<file path="config.mk">
export PLATFORM = sky130hd
export DESIGN_NAME = diff_integrator
export DESIGN_NICKNAME = d
export VERILOG_FILES = /design/src/rtl/diff_pkg.sv /design/src/rtl/diff_integrator_sat_clip.sv /design/src/rtl/diff_integrator.sv
export SDC_FILE = /design/constraint.sdc
export NUM_CORES = 1
export LEC_CHECK = 0
export ABC_AREA = 1
export BUFFER_PORTS_ARGS = -buffer_cell sky130_fd_sc_hd__buf_2
export CAP_MARGIN = 0
export CORE_MARGIN = 4
export CORE_UTILIZATION = 40
export CTS_BUF_LIST = sky130_fd_sc_hd__clkbuf_8
export DETAILED_ROUTE_END_ITERATION = 16
export SETUP_SLACK_MARGIN = 0.1
export SYNTH_ARGS = -nofsm -noshare
export SYNTH_HDL_FRONTEND = slang
export SYNTH_SLANG_ARGS = --single-unit
</file>
<file path="constraint.sdc">
create_clock -name clk -period 5.3 [get_ports clk]
set_input_delay 0.53 -clock clk [delete_from_list [all_inputs] [get_ports clk]]
set_output_delay 0.53 -clock clk [all_outputs]
set_load 0.01 [all_outputs]
</file>
<file path="src/rtl/diff_pkg.sv">
// Shared definitions for the differencer / integrator pair: default widths,
// integrator state encoding and fixed-width saturation helpers.
package diff_pkg;

    localparam int unsigned DEF_DW = 16;
    localparam int unsigned DEF_AW = 24;

    typedef enum logic {
        WARM = 1'b0,
        RUN  = 1'b1
    } state_t;

    localparam logic signed [DEF_AW-1:0] DW_MAX = DEF_AW'(2**(DEF_DW-1) - 1);
    localparam logic signed [DEF_AW-1:0] DW_MIN = DEF_AW'(-(2**(DEF_DW-1)));

    function automatic logic signed [DEF_DW-1:0] clip_dw(input logic signed [DEF_AW-1:0] v);
        if (v > DW_MAX)
            clip_dw = DW_MAX[DEF_DW-1:0];
        else if (v < DW_MIN)
            clip_dw = DW_MIN[DEF_DW-1:0];
        else
            clip_dw = v[DEF_DW-1:0];
    endfunction

    // Two's complement overflow shows up as disagreement of the top two sum bits.
    function automatic logic signed [DEF_AW-1:0] sat_add_aw(input logic signed [DEF_AW-1:0] a,
                                                            input logic signed [DEF_DW-1:0] b);
        logic signed [DEF_AW:0] s;
        s = (DEF_AW+1)'(a) + (DEF_AW+1)'(b);
        if (s[DEF_AW] != s[DEF_AW-1])
            sat_add_aw = s[DEF_AW] ? {1'b1, {(DEF_AW-1){1'b0}}} : {1'b0, {(DEF_AW-1){1'b1}}};
        else
            sat_add_aw = s[DEF_AW-1:0];
    endfunction

endpackage

</file>
<file path="src/rtl/diff_integrator_sat_clip.sv">
// Signed saturating narrow from IW to OW bits with an overflow flag.
module sat_clip
    import diff_pkg::*;
#(
    parameter int unsigned IW = DEF_AW + 1,
    parameter int unsigned OW = DEF_AW
) (
    input  logic signed [IW-1:0] din,
    output logic signed [OW-1:0] dout,
    output logic                 ovf
);

    logic [IW-OW:0] top;

    // The value fits only if every bit from the output sign bit upward is equal.
    assign top = din[IW-1:OW-1];
    assign ovf = !((&top) || !(|top));

    always_comb begin
        if (!ovf)
            dout = din[OW-1:0];
        else if (din[IW-1])
            dout = {1'b1, {(OW-1){1'b0}}};
        else
            dout = {1'b0, {(OW-1){1'b1}}};
    end

endmodule

</file>
<file path="src/rtl/diff_integrator.sv">
// Saturating integrator restoring absolute samples from a first-difference stream.
// Optional leak toward zero is enabled by defining LEAK_EN.
module diff_integrator
    import diff_pkg::*;
#(
    parameter int unsigned DW         = DEF_DW,
    parameter int unsigned AW         = DEF_AW,
    parameter int unsigned WARMUP     = 2,
    parameter int unsigned LEAK_SHIFT = 8
) (
    input  logic                 clk,
    input  logic                 rst,
    input  logic signed [DW-1:0] din,
    input  logic                 in_en,
    input  logic                 clr,
    output logic signed [DW-1:0] dout,
    output logic                 out_en,
    output logic                 sat,
    output logic                 locked
);

    if (AW <= DW || WARMUP > 15 || LEAK_SHIFT >= AW) begin : g_bad_cfg
        $error("diff_integrator: invalid parameter set");
    end

    state_t state, state_next;
    logic [3:0] cnt, cnt_next;
    logic acc_load;

    logic signed [DW-1:0] d1;
    logic                 v1;
    logic signed [AW-1:0] acc, acc_next;
    logic signed [AW:0]   sum;
    logic signed [DW-1:0] out_clip;
    logic                 acc_ovf, out_ovf;

`ifdef LEAK_EN
    assign sum = (AW+1)'(acc) + (AW+1)'(d1) - (AW+1)'(acc >>> LEAK_SHIFT);
`else
    assign sum = (AW+1)'(acc) + (AW+1)'(d1);
`endif

    sat_clip #(.IW(AW + 1), .OW(AW)) u_acc_clip (
        .din  (sum),
        .dout (acc_next),
        .ovf  (acc_ovf)
    );

    sat_clip #(.IW(AW), .OW(DW)) u_out_clip (
        .din  (acc_next),
        .dout (out_clip),
        .ovf  (out_ovf)
    );

    always_ff @(posedge clk or posedge rst) begin
        if (rst) begin
            state <= (WARMUP == 0) ? RUN : WARM;
            cnt   <= '0;
        end else begin
            state <= state_next;
            cnt   <= cnt_next;
        end
    end

    always_comb begin
        state_next = state;
        cnt_next   = cnt;
        acc_load   = 1'b0;
        if (clr) begin
            state_next = (WARMUP == 0) ? RUN : WARM;
            cnt_next   = '0;
        end else if (v1) begin
            case (state)
                WARM: begin
                    cnt_next = cnt + 4'd1;
                    if (cnt_next == 4'(WARMUP))
                        state_next = RUN;
                end
                RUN:     acc_load = 1'b1;
                default: state_next = WARM;
            endcase
        end
    end

    assign locked = (state == RUN);

    // Accumulator saturation implies the narrower output clip, so either flag marks sat.
    always_ff @(posedge clk or posedge rst) begin
        if (rst) begin
            d1     <= '0;
            v1     <= 1'b0;
            acc    <= '0;
            dout   <= '0;
            sat    <= 1'b0;
            out_en <= 1'b0;
        end else begin
            d1     <= din;
            v1     <= in_en && !clr;
            out_en <= acc_load;
            if (clr) begin
                acc <= '0;
            end else if (acc_load) begin
                acc  <= acc_next;
                dout <= out_clip;
                sat  <= out_ovf || acc_ovf;
            end
        end
    end

endmodule

</file>
==> summary.txt <==
Synthesis
  – XOR/XNOR share of the synthesized area: 0.0251
  – Synth unique cells: 30
  – Post-Syn Instances: 647
  – Dominant combinational cell family by area after synthesis: simple AND/OR/NAND/NOR gates
  – Compound-cell area share of the yosys netlist: 0.0917
  – Mean Syn Cell Area: between 7 and 8 µm²
  – Multiplexer area fraction after synthesis: 0
  – Yosys warns: 0
  – Seq/Total Area, Yosys: 0.354
  – Seq cells post-synth: 64
  – Syn nets: 694
  – Adder-cell share of the synthesized area: 0.0762
  – Post-synthesis simple-gate area fraction: 0.360
  – Syn Std Cell Area: ~4500 µm²

Timing
  – Clock Skews: approximately 0.014 ns
  – Hold Vio Cnt, Final: 0
  – RSZ-0062 raised after global routing: false
  – Fin crit period: 3.35 ns
  – Tcrit/Tclk final: 0.632
  – Final count of pins violating max slew: 0
  – Worst Max-Slew Pin Slew: 0.950 ns
  – Max Freq: 298 MHz
  – Setup_tns: 0 ns
  – # setup viols final: 0
  – Relative slew slack: 0.366

Pwr
  – Combinational power share: 0.181
  – Pwr Total: 1230 µW
  – Maximum vdd drop: 218 µV
  – Clock power share: 0.370
  – Cell-internal power: 878 µW
  – NetSw: 348 µW
  – Switching share of power: 0.284
  – Leakage power total: 0.00280 µW
  – PD cells: around 240 nW/µm²
  – Part of the power in registers: 0.449

Setup path
  – Maximum fanout along the worst path: 23
  – CP Data Arrival Time: 3.59 ns
  – Cell Chain, Critical Path: ha_1 > fa_1 > nand2_1 > nand2_1 > nand3_1 > nand2_2 > nand2_2 > nand4_1 > nand2_2 > nand2_2 > a21oi_1 > nand2_1 > nor2_1 > nand2_1 > nand2_1 > nand2_2 > nand2_1 > nand2_1
  – Worst path required time: 5.54 ns
  – Crit path depth: 18
  – CP Buf/Inv Count: 0
  – Critical path launch point type: flip-flop
  – CP endpoint kind: flip-flop
  – Critical path type: reg -> reg
  – Max incr delay on CP: 0.51 ns
  – Most frequent cell on the critical path: nand2_1
  – CP max-delay cell: fa_1
  – CP top delay family: simple AND/OR/NAND/NOR gates
  – Worst Reg-to-Reg Cells: 18

Die
  – Die Height: roughly 110 µm
  – Core area: between 10,000 and 15,000 µm²
  – IO Count: 39
  – Die area: about 13,000 µm²
  – Initial Util: 0.412
  – Die width: 114 µm
  – Cell row count: 38

Global routing
  – First-pass GRT wire length: 19,700 µm
  – Initial antenna violation count: 0
  – Global-route total usage across every layer: 0.195
  – Vias in the first global route: 3,905
  – Pin count of the biggest net entering global routing: 65
  – Global-route congestion overflow total: 0

Cells and area
  – Commonest non-fill, non-tap cell in the layout: nand2_1
  – Layout Cells excl Fill: 828
  – Area grow syn2layout: 11.1%
  – Ant diodes: 0
  – Commonest cells after routing, fill and taps aside: 213 x nand2_1, 88 x inv_1, 64 x dfrtp_1
  – Nets: 730
  – Layout cells sized above 1: 0.174

Clock tree
  – Clock sink count: 64
  – Clock-pin slew on the worst setup and hold paths: 0.07 ns
  – CTS Hold Bufs: 0
  – Bufs on Longest Clock Path: 2
  – Clk root buf: clkbuf_8
  – Post-CTS sizing: 0
  – H-tree depth: 3
  – Clock Latency Late Sink: approximately 0.36 ns
  – Num CTS Buffers: 9
  – # Post-CTS Setup Buffers: 0
  – CTS tree: yes

Detailed routing
  – Antenna viol nets, final: 0
  – Avg Vias per Cell: 4.98
  – 1st-pass router iterations: 5
  – Routed vias: between 4,000 and 5,000
  – Residual DRC: 0
  – Avg WL per Cell: approximately 15 µm
  – WL final: 12,200 µm
  – DR iter-0 viols: 339

Placed design
  – Routability Congestion: 0.944
  – Number of port buffers: 38
  – Final HPWL DP: 9750 µm
  – Placed insts: 812

Job
  – Max-cap viol count: 0

Min path
  – Path type of the worst min-delay path: in -> reg
  – Hold depth: 1

Outcome
  – Status: finished, final reports clean
-- synthesized netlist by cell type, drive strengths merged --
| cell type | count | area share |
|---|---|---|
| dfrtp | 64 | 0.35 |
| nor2 | 56 | 0.052 |
| a31o | 14 | 0.027 |
| xnor2 | 4 | 0.0077 |
| buf | 5 | 0.012 |
| fa | 1 | 0.0044 |
| o21bai | 1 | 0.0017 |
| or2 | 21 | 0.029 |
| a21oi | 34 | 0.038 |
| a31oi | 7 | 0.0097 |
| nand4 | 13 | 0.018 |
| and2 | 3 | 0.0041 |
| clkbuf | 10 | 0.0083 |
| nand3 | 40 | 0.046 |
| nand3b | 1 | 0.0017 |
| inv | 88 | 0.073 |
| o22ai | 1 | 0.0014 |
| ha | 26 | 0.072 |
| nand2 | 236 | 0.21 |
| xor2 | 9 | 0.017 |
| o21ai | 13 | 0.014 |
-- area by class of cell --
type                    instances  area (µm²)
well taps                     140         175
repair buffers                 40         205
clock buffers                   9         124
inverters                      88         330
clock inverters                 7        88.8
flip-flops and latches         64        1600
multi-input cells             480        2510
fillers                      1132        5950
-- power groups by stage --
stage	sequential (µW)	combinational, µW	clock (µW)
floorplan	570	139	0
global placement	559	221	0
detailed placement	559	224	0
CTS	551	224	468
global route	556	252	488
finish	550	222	454
-- worst paths after layout --
check	slack, ns	start	endpoint
max in group asynchronous	4.36	rst	acc[16]$_DFFE_PP0P_
worst min-delay path	0.27	din[8]	d1[8]$_DFF_PP0_
min in group asynchronous	0.39	rst	dout[4]$_DFFE_PP0P_
worst min register to register	0.49	dout[15]$_DFFE_PP0P_	dout[15]$_DFFE_PP0P_
worst max-delay path	1.95	d1[0]$_DFF_PP0_	dout[0]$_DFFE_PP0P_
worst max register to register	1.95	d1[0]$_DFF_PP0_	dout[0]$_DFFE_PP0P_
-- routing by layer --
layer  track usage  share of wire
met1         0.260           0.46
met5             0              0
met2         0.315           0.48
met3        0.0418          0.041
met4        0.0641          0.023
-- kinds of logic (layout without fill, tap and decap cells) --
logic type / Yosys count / in the layout
buf+inv: 103 / 144
compound gates: 70 / 70
xor+xnor: 13 / 13
flops: 64 / 64
fa+ha+maj: 27 / 27
simple gates: 370 / 370
-- sequential cells by signal (all words and copies together), names as in the netlist --
register / count
cnt: 4
d1: 16
out_en: 1
locked: 1
sat: 1
acc: 24
v1: 1
dout: 16
-- per-stage QoR --
stage | hold slack, ns | utilization | area [µm²] | setup slack [ns]
floorplan | 0.480 | - | 4530 | 2.64
global placement | 0.461 | 0.439 | 4820 | 2.09
detailed placement | 0.469 | 0.439 | 4820 | 2.01
CTS | 0.250 | 0.458 | 5030 | 1.99
global route | 0.248 | 0.458 | 5030 | 1.63
finish | 0.275 | 0.458 | 5030 | 1.95
Note: power is estimated with default switching activity, not from simulation.
